File: src/rtl/bpsk_tx_framer_if.sv
// Bus bundle for bpsk_tx_framer: frame control, payload byte stream and modulator bit stream.
// Handshakes are valid/ready: a byte moves on s_valid && s_ready, a bit moves on ovalid && mod_ready,
// and whoever holds valid high keeps its data stable until the matching ready is seen.
interface bpsk_tx_framer_if;
  logic       start;
  logic [7:0] len;
  logic       busy;
  logic       done;
  logic [7:0] s_data;
  logic       s_valid;
  logic       s_ready;
  logic       odata;
  logic       ovalid;
  logic       mod_ready;
  logic [2:0] dbg_state;

  modport master (
    output start, len, s_data, s_valid, mod_ready,
    input  busy, done, s_ready, odata, ovalid, dbg_state
  );

  modport slave (
    input  start, len, s_data, s_valid, mod_ready,
    output busy, done, s_ready, odata, ovalid, dbg_state
  );
endinterface

File: src/rtl/bpsk_tx_framer.sv
// Frame scheduler for the BPSK modulator: preamble, sync word, payload bytes (MSB first), guard gap.
// Optional CRC-8 trailer after the payload when BPSK_TX_CRC8_EN is defined.
module bpsk_tx_framer #(
  parameter int                PRE_LEN   = 32,
  parameter int                SYNC_W    = 16,
  parameter logic [SYNC_W-1:0] SYNC_WORD = 16'h1ACF,
  parameter int                GAP_LEN   = 8
) (
  input  logic            clk,
  input  logic            rst,
  bpsk_tx_framer_if.slave bus
);

  typedef enum logic [2:0] {
    S_IDLE = 3'd0,
    S_PRE  = 3'd1,
    S_SYNC = 3'd2,
    S_PAY  = 3'd3,
`ifdef BPSK_TX_CRC8_EN
    S_CRC  = 3'd4,
`endif
    S_GAP  = 3'd5
  } state_t;

  localparam logic [31:0] SYNC_VEC  = 32'(SYNC_WORD);
  localparam logic [4:0]  SYNC_MSB  = 5'(SYNC_W - 1);
  localparam logic [4:0]  SYNC_PEN  = 5'(SYNC_W - 2);
  localparam logic [7:0]  PRE_LAST  = 8'(PRE_LEN - 1);
  localparam logic [7:0]  GAP_LAST  = 8'(GAP_LEN - 1);

  state_t     state_q, state_d;
  logic       odata_q, odata_d;
  logic       ovalid_q, ovalid_d;
  logic       busy_q, busy_d;
  logic       done_q, done_d;
  logic [7:0] cnt_q, cnt_d;
  logic [4:0] sync_q, sync_d;
  logic [2:0] bit_q, bit_d;
  logic [7:0] byte_q, byte_d;
  logic [7:0] sh_q, sh_d;
`ifdef BPSK_TX_CRC8_EN
  logic [7:0] crc_q, crc_d;

  function automatic logic [7:0] crc8_byte(input logic [7:0] c, input logic [7:0] d);
    logic [7:0] r;
    r = c ^ d;
    for (int i = 0; i < 8; i++) r = r[7] ? ({r[6:0], 1'b0} ^ 8'h07) : {r[6:0], 1'b0};
    return r;
  endfunction
`endif

  logic accept, need, s_ready_c, to_tail, to_gap, to_idle;

  assign accept = ovalid_q && bus.mod_ready;
  // odata_q is the bit on offer; bit_q counts payload/CRC bits still waiting behind it in sh_q.
  assign need   = (bit_q == 3'd0) && (!ovalid_q || accept);

  always_comb begin
    state_d   = state_q;
    odata_d   = odata_q;
    ovalid_d  = ovalid_q;
    busy_d    = busy_q;
    done_d    = 1'b0;
    cnt_d     = cnt_q;
    sync_d    = sync_q;
    bit_d     = bit_q;
    byte_d    = byte_q;
    sh_d      = sh_q;
`ifdef BPSK_TX_CRC8_EN
    crc_d     = crc_q;
`endif
    s_ready_c = 1'b0;
    to_tail   = 1'b0;
    to_gap    = 1'b0;
    to_idle   = 1'b0;

    case (state_q)
      S_IDLE: begin
        if (bus.start && !done_q) begin
          state_d  = S_PRE;
          byte_d   = bus.len;
          cnt_d    = 8'd0;
          sync_d   = 5'd0;
          bit_d    = 3'd0;
          sh_d     = 8'd0;
          odata_d  = 1'b1;
          ovalid_d = 1'b1;
          busy_d   = 1'b1;
`ifdef BPSK_TX_CRC8_EN
          crc_d    = 8'd0;
`endif
        end
      end
      S_PRE: begin
        if (accept) begin
          if (cnt_q == PRE_LAST) begin
            sync_d  = 5'd0;
            odata_d = SYNC_VEC[SYNC_MSB];
            state_d = (SYNC_W == 1 && byte_q != 8'd0) ? S_PAY : S_SYNC;
          end else begin
            cnt_d   = cnt_q + 8'd1;
            odata_d = cnt_q[0];
          end
        end
      end
      S_SYNC: begin
        if (accept) begin
          if (sync_q == SYNC_MSB) begin
            to_tail = 1'b1;
          end else begin
            sync_d  = sync_q + 5'd1;
            odata_d = SYNC_VEC[SYNC_MSB - sync_q - 5'd1];
            // Hand over to PAY while the last sync bit is on offer so byte 0 follows with no bubble.
            if (sync_q == SYNC_PEN && byte_q != 8'd0) state_d = S_PAY;
          end
        end
      end
      S_PAY: begin
        s_ready_c = need && (byte_q != 8'd0);
        if (need) begin
          if (byte_q != 8'd0) begin
            if (bus.s_valid) begin
              odata_d  = bus.s_data[7];
              sh_d     = {bus.s_data[6:0], 1'b0};
              bit_d    = 3'd7;
              byte_d   = byte_q - 8'd1;
              ovalid_d = 1'b1;
`ifdef BPSK_TX_CRC8_EN
              crc_d    = crc8_byte(crc_q, bus.s_data);
`endif
            end else begin
              ovalid_d = 1'b0;
            end
          end else if (accept) begin
            to_tail = 1'b1;
          end
        end else if (accept) begin
          odata_d = sh_q[7];
          sh_d    = {sh_q[6:0], 1'b0};
          bit_d   = bit_q - 3'd1;
        end
      end
`ifdef BPSK_TX_CRC8_EN
      S_CRC: begin
        if (accept) begin
          if (bit_q == 3'd0) begin
            to_gap = 1'b1;
          end else begin
            odata_d = sh_q[7];
            sh_d    = {sh_q[6:0], 1'b0};
            bit_d   = bit_q - 3'd1;
          end
        end
      end
`endif
      S_GAP: begin
        if (accept) begin
          if (cnt_q == GAP_LAST) to_idle = 1'b1;
          else                   cnt_d   = cnt_q + 8'd1;
        end
      end
      default: state_d = S_IDLE;
    endcase

`ifdef BPSK_TX_CRC8_EN
    if (to_tail) begin
      state_d  = S_CRC;
      odata_d  = crc_q[7];
      sh_d     = {crc_q[6:0], 1'b0};
      bit_d    = 3'd7;
      ovalid_d = 1'b1;
    end
`else
    if (to_tail) to_gap = 1'b1;
`endif

    if (to_gap) begin
      if (GAP_LEN == 0) begin
        to_idle = 1'b1;
      end else begin
        state_d  = S_GAP;
        cnt_d    = 8'd0;
        odata_d  = 1'b0;
        ovalid_d = 1'b1;
      end
    end

    if (to_idle) begin
      state_d  = S_IDLE;
      odata_d  = 1'b0;
      ovalid_d = 1'b0;
      busy_d   = 1'b0;
      done_d   = 1'b1;
    end
  end

  always_ff @(posedge clk or negedge rst) begin
    if (!rst) begin
      state_q  <= S_IDLE;
      odata_q  <= 1'b0;
      ovalid_q <= 1'b0;
      busy_q   <= 1'b0;
      done_q   <= 1'b0;
      cnt_q    <= 8'd0;
      sync_q   <= 5'd0;
      bit_q    <= 3'd0;
      byte_q   <= 8'd0;
      sh_q     <= 8'd0;
`ifdef BPSK_TX_CRC8_EN
      crc_q    <= 8'd0;
`endif
    end else begin
      state_q  <= state_d;
      odata_q  <= odata_d;
      ovalid_q <= ovalid_d;
      busy_q   <= busy_d;
      done_q   <= done_d;
      cnt_q    <= cnt_d;
      sync_q   <= sync_d;
      bit_q    <= bit_d;
      byte_q   <= byte_d;
      sh_q     <= sh_d;
`ifdef BPSK_TX_CRC8_EN
      crc_q    <= crc_d;
`endif
    end
  end

  assign bus.odata     = odata_q;
  assign bus.ovalid    = ovalid_q;
  assign bus.busy      = busy_q;
  assign bus.done      = done_q;
  assign bus.s_ready   = s_ready_c;
  assign bus.dbg_state = state_q;

endmodule

File: src/flat_wrapper.sv
// flat-port wrapper written by rule: the top's interface ports become plain ports
module bpsk_tx_framer_flat 
#(
  parameter int                PRE_LEN   = 32,
  parameter int                SYNC_W    = 16,
  parameter logic [SYNC_W-1:0] SYNC_WORD = 16'h1ACF,
  parameter int                GAP_LEN   = 8
)
  (clk, rst, bus_start, bus_len, bus_s_data, bus_s_valid, bus_mod_ready, bus_busy, bus_done, bus_s_ready, bus_odata, bus_ovalid, bus_dbg_state);
  bpsk_tx_framer_if bus_i ();
  input  logic clk;
  input  logic rst;
  input wire logic [$bits(bus_i.start)-1:0] bus_start;
  input wire logic [$bits(bus_i.len)-1:0] bus_len;
  input wire logic [$bits(bus_i.s_data)-1:0] bus_s_data;
  input wire logic [$bits(bus_i.s_valid)-1:0] bus_s_valid;
  input wire logic [$bits(bus_i.mod_ready)-1:0] bus_mod_ready;
  output wire logic [$bits(bus_i.busy)-1:0] bus_busy;
  output wire logic [$bits(bus_i.done)-1:0] bus_done;
  output wire logic [$bits(bus_i.s_ready)-1:0] bus_s_ready;
  output wire logic [$bits(bus_i.odata)-1:0] bus_odata;
  output wire logic [$bits(bus_i.ovalid)-1:0] bus_ovalid;
  output wire logic [$bits(bus_i.dbg_state)-1:0] bus_dbg_state;
  assign bus_i.start = bus_start;
  assign bus_i.len = bus_len;
  assign bus_i.s_data = bus_s_data;
  assign bus_i.s_valid = bus_s_valid;
  assign bus_i.mod_ready = bus_mod_ready;
  assign bus_busy = bus_i.busy;
  assign bus_done = bus_i.done;
  assign bus_s_ready = bus_i.s_ready;
  assign bus_odata = bus_i.odata;
  assign bus_ovalid = bus_i.ovalid;
  assign bus_dbg_state = bus_i.dbg_state;
  bpsk_tx_framer #(.PRE_LEN(PRE_LEN), .SYNC_W(SYNC_W), .SYNC_WORD(SYNC_WORD), .GAP_LEN(GAP_LEN)) u_core (.clk(clk), .rst(rst), .bus(bus_i));
endmodule
File: config.mk
export PLATFORM = sky130hd
export DESIGN_NAME = bpsk_tx_framer_flat
export DESIGN_NICKNAME = d
export VERILOG_FILES = /design/src/rtl/bpsk_tx_framer_if.sv /design/src/rtl/bpsk_tx_framer.sv /design/src/flat_wrapper.sv
export SDC_FILE = /design/constraint.sdc
export NUM_CORES = 1
export LEC_CHECK = 0
export CORE_MARGIN = 4
export CORE_UTILIZATION = 55
export CTS_BUF_LIST = sky130_fd_sc_hd__clkbuf_4
export DETAILED_ROUTE_END_ITERATION = 8
export GPL_ROUTABILITY_DRIVEN = 1
export HOLD_SLACK_MARGIN = 0.03
export PLACE_DENSITY = 0.83
export SLEW_MARGIN = 10
export SYNTH_ARGS = -nofsm -noshare
export SYNTH_HDL_FRONTEND = slang
export SYNTH_SLANG_ARGS = --single-unit
File: constraint.sdc
create_clock -name clk -period 2.8 [get_ports clk]
set_input_delay 0.84 -clock clk [delete_from_list [all_inputs] [get_ports clk]]
set_output_delay 0.84 -clock clk [all_outputs]
set_load 0.01 [all_outputs]
# [Yosys cells after proc, flatten, opt, wreduce, memory -nomap -nowiden]
# Memories as Yosys holds them, arrays and structs flattened.
# Cells that the tools add are included.
# Widths: inputs -> output; s select.
[word_totals] ff_bits=39 romBits=32 inputBits=21 wordCells=152 mem_count=1
[memory_table] name="(name not given)" words=32 word_bits=1 rd=1 rd_ports_with_merged_regs=0 write_ports=0 line="bpsk_tx_framer.sv:112" rtl="odata_d = SYNC_VEC[SYNC_MSB - sync_q - 5'd1];"
[op_classes] addsub=6 order_cmp=1 eq_ne=36 muxes=71 reduce_logical=27
[ops] op="$mux 8" n=14
[ops] op="$mux 3" n=13
[ops] op="$pmux 8 s2" n=2
[ops] op="$mux 1" n=30
[ops] op="$ne 4x1->1 const B" n=7
[ops] op="$mux 5" n=5
[ops] op="$pmux 8 s3" n=1
[ops] op="$ne 3x1->1 const B" n=5
[ops] op="$pmux 5 s3" n=1
[ops] op="$ne 2x1->1 const B" n=6
[ops] op="$pmux 3 s4" n=1
[ops] op="$reduce_and 6->1" n=2
[ops] op="$eq 5x4->1 const B" n=2
[ops] op="$ne 5x5->1 const B" n=2
[ops] op="$reduce_and 5->1" n=2
[ops] op="$add 8x1->8 const B" n=1
[ops] op="$eq 8x3->1 const B" n=1
[ops] op="$eq 8x5->1 const B" n=1
[ops] op="$reduce_and 8->1" n=1
[ops] op="$reduce_bool 4->1" n=2
[ops] op="$reduce_bool 8->1" n=1
[ops] op="$sub 8x1->8 const B" n=1
[ops] op="$reduce_and 7->1" n=1
[ops] op="$eq 3x2->1 const B" n=2
[ops] op="other kinds (25)" n=37

# [Logic depth before layout (Yosys ltp)]
[depth] ltp_word=9 ltp_mapped=9

# [Worst setup path before layout]
# OpenSTA, ideal clock, no wires.
[synth_path] path_kind="input-to-output" startpoint="input port bus_mod_ready" endpoint="output port bus_s_ready" t_arrival_ps=1488 t_required_ps=1960 setup_slack_ps=472 path_stages=4 path_buffers=0 cell_sequence="nand2b_1 > nand3b_1 > nor2_1 > and2_1"
[synth_between] elab_chain_cells=5
[synth_rtl] item="start: declaration" line="flat_wrapper.sv:17" rtl="input wire logic [$bits(bus_i.mod_ready)-1:0] bus_mod_ready;"
[synth_rtl] item="$logic_and 1x1->1" line="bpsk_tx_framer.sv:54" rtl="assign accept = ovalid_q && bus.mod_ready;"
[synth_rtl] item="$logic_or 1x1->1" line="bpsk_tx_framer.sv:56" rtl="assign need = (bit_q == 3'd0) && (!ovalid_q || accept);"
[synth_rtl] item="$logic_and 1x1->1" line="bpsk_tx_framer.sv:56"
[synth_rtl] item="$logic_and 1x1->1" line="bpsk_tx_framer.sv:119" rtl="s_ready_c = need && (byte_q != 8'd0);"
[synth_rtl] item="$mux 1" line="bpsk_tx_framer.sv:77" rtl="case (state_q)"
[synth_rtl] item="end: declaration" line="flat_wrapper.sv:20" rtl="output wire logic [$bits(bus_i.s_ready)-1:0] bus_s_ready;"
# No other way between the ends.

# [Final worst setup path]
# Same ends and word-level chain as after synthesis.

==> metrics.cfg <==
[global_routing]
antenna_found_initial=0
grt_overflow=0
grt_pass1_vias=2026
grt_usage_pct=22.2
grt_max_degree=39
grt_pass1_wl_mm=9.43

[detailed_routing]
wirelength_mm=5.54
drtIter0Drc=172
antenna_left=0
wl_per_cell_microns=15.3
drc=0
vias=2192
firstDrtPassIters=4
vias_per_cell=6.06

[clocking]
cts_resized=6
cts_tree=built
cts_buffer_depth=2
path_clk_slew_ns=0.10
clockRootBuffer=clkbuf_4
clock_sinks=38
cts_made_buffers=5
cts_hold_buf=0
htree_num_levels=2
clk_latency_ns=0.35
postCtsSetupBuffers=0

[synth]
syn_avg_cell_area_sq_um=8.86
ys_seq_elements=38
yosysTopAreaCell=dfrtp_1
synth_top_family_by_area=simple AND/OR/NAND/NOR gates
synthMuxAreaShare_pct=4.01
synth.most_common_cell=dfrtp_1
synth_xor_area_share_pct=0.719
syn-cell-area_sq_um=2440
synth_compound_area_share_pct=23.6
ys_top_cells_by_area=dfrtp_1 (39%), ha_1 (4.6%), o21ai_0 (4.5%), nand2_1 (4.0%), a21oi_1 (3.5%)
synth_fa_ha_area_share_pct=4.62
synth_edf_count=0
yosysWarnings=0
yosys_most_used_dff=dfrtp_1
synth_nets=305
synth_common_cells=dfrtp_1 (38), nand2_1 (26), o21ai_0 (22)
yosys.area_share.simple_pct=23.8
async_flop_share_pct=100
yosys.area.top_type_share_pct=39.0
ys_seq_area_share_pct=39.0
synth_cell_types=61
synthCells=275

[die]
coreArea_sq_um=4140
die_w_microns=74.6
die_y_microns=74.6
start_util_pct=58.8
die-area_sq_um=5560
io_pins=29
row_count=23

[placed_design]
io_buffers=28
place_congestion=0.887
dp_hpwl_mm=4.07
dp.cells=356
dp_slack_ns=-0.403
place_area_sq_um=2830

[sta]
tightest_slew_ns=0.850
period_needed_ns=2.55
slew_headroom_pct=43.4
setup_tns_ns=0
whs_ns=0.492
finalWorstSetupSlack_ns=0.254
setup_violations=0
rsz0062_at_grt=no
hold_violations=0
finalCritPeriodShare_pct=90.9
clock.fmax_mhz=393
finalMaxSlewViolations=0
skew_ns=0.0129

[job]
cap_violations=0

[status]
status=finished, final reports clean

[setup_path]
slowest_stage=dlygate4sd2_1
slowest_delay_ns=0.22
cp-end-kind=output pin
critPathKind=in2out
critPathArrivalTime_ns=1.71
worstPathCellList=dlygate4sd2_1, nand2b_4, nand3b_1, nor2_1, and2_1, buf_2
worstPathMaxFanout=2
cp.required_ns=1.96
worst_setup_path_start_kind=input port

[finish]
fillCellCount=346
synthToLayoutAreaGrowth_pct=17.8
final_util_pct=69.3
design_area_sq_um=2870
layout-drive-gt1-share_pct=12.8
multi_input_comb_area_sq_um=1390
layout.cells.non_filler=362
fin_nets=343
regArea_sq_um=951
insertedDiodeCount=0

[power]
cellPowerDensity_nw_per_um2=553
vdd_drop_max_mv=0.290
power_leakage_nw=1.24
power_mw=1.59

[hold_path]
hold_class=reg2reg

## path summary, 6_finish.rpt
check,slack (ns),start,cells past startpoint,endpoint
hold / removal,0.49,u_core.sh_q[7],2,u_core.sh_q[7]
setup reg to reg,0.36,u_core.sync_q[0],8,u_core.bus.dbg_state[0]
hold reg to reg,0.49,u_core.sh_q[7],2,u_core.sh_q[7]
setup / recovery,0.25,bus_mod_ready,6,bus_s_ready
min in group asynchronous,0.58,rst,1,u_core.byte_q[2]
max in group asynchronous,1.67,rst,1,u_core.bus.dbg_state[0]
## worst max-delay path: cells and delay by family
kind	cells	cell delay, ns
AND/OR/NAND/NOR	4	0.52
buffers and inverters	2	0.35
## state kept, by name, indices dropped and copies added, names as in the netlist, 3 cells and up
signal	cells
u_core.sh_q	7
u_core.sync_q	5
u_core.bus.dbg_state	3
u_core.bit_q	3
u_core.cnt_q	8
u_core.byte_q	8
## cell type report
cell class	instances	area share, %
well taps	50	2.18
repair buffers	43	13.3
clock buffers	5	1.31
inverters	12	1.57
flip-flops and latches	38	33.1
clock inverters	1	0.131
multi-input cells	213	48.4
## report_power, final
| group | switching [mW] | internal (mW) | leakage, nW |
|---|---|---|---|
| registers | 0.0923 | 0.633 | 0.497 |
| clock network | 0.169 | 0.0858 | 0.0246 |
| logic | 0.346 | 0.260 | 0.723 |
## layout by cell type, fill, tap and decap left out, types with 3 or more instances in the layout
| master | synthesis | layout |
|---|---|---|
| mux2i_1 | 6 | 6 |
| nor2_1 | 21 | 21 |
| clkdlybuf4s50_1 | 0 | 25 |
| o31ai_2 | 3 | 3 |
| and2_1 | 5 | 5 |
| a31oi_1 | 3 | 3 |
| or3_1 | 3 | 3 |
| clkbuf_4 | 0 | 5 |
| a211oi_1 | 3 | 3 |
| o31ai_1 | 8 | 8 |
| dfrtp_1 | 38 | 38 |
| o21ai_0 | 22 | 22 |
| and3_1 | 3 | 3 |
| o21ai_1 | 6 | 6 |
| buf_4 | 0 | 15 |
| ha_1 | 9 | 9 |
| nand4_1 | 4 | 4 |
| nand2_1 | 26 | 26 |
| a21oi_1 | 17 | 17 |
| nor3_1 | 11 | 11 |
| nand3_1 | 9 | 9 |
| inv_1 | 12 | 12 |
| nand2b_1 | 7 | 6 |
## layer usage
| metal | vias up | track usage, % | wire length [microns] |
|---|---|---|---|
| li1 | 1085 | - | - |
| met1 | 1041 | 30.8 | 2610 |
| met2 | 59 | 34.1 | 2490 |
| met5 | - | 0 | 0 |
| met3 | 7 | 4.59 | 358 |
| met4 | 0 | 8.50 | 88 |
## kinds of logic after synthesis
family                   count (synthesis)
AO/OA/AOI/OAI                           86
XOR/XNOR                                 2
adder cells (fa/ha/maj)                  9
buffers and inverters                   24
flip-flops                              38
multiplexers                             9
AND/OR/NAND/NOR                        107
No activity file was read; power rests on OpenSTA's default activity.
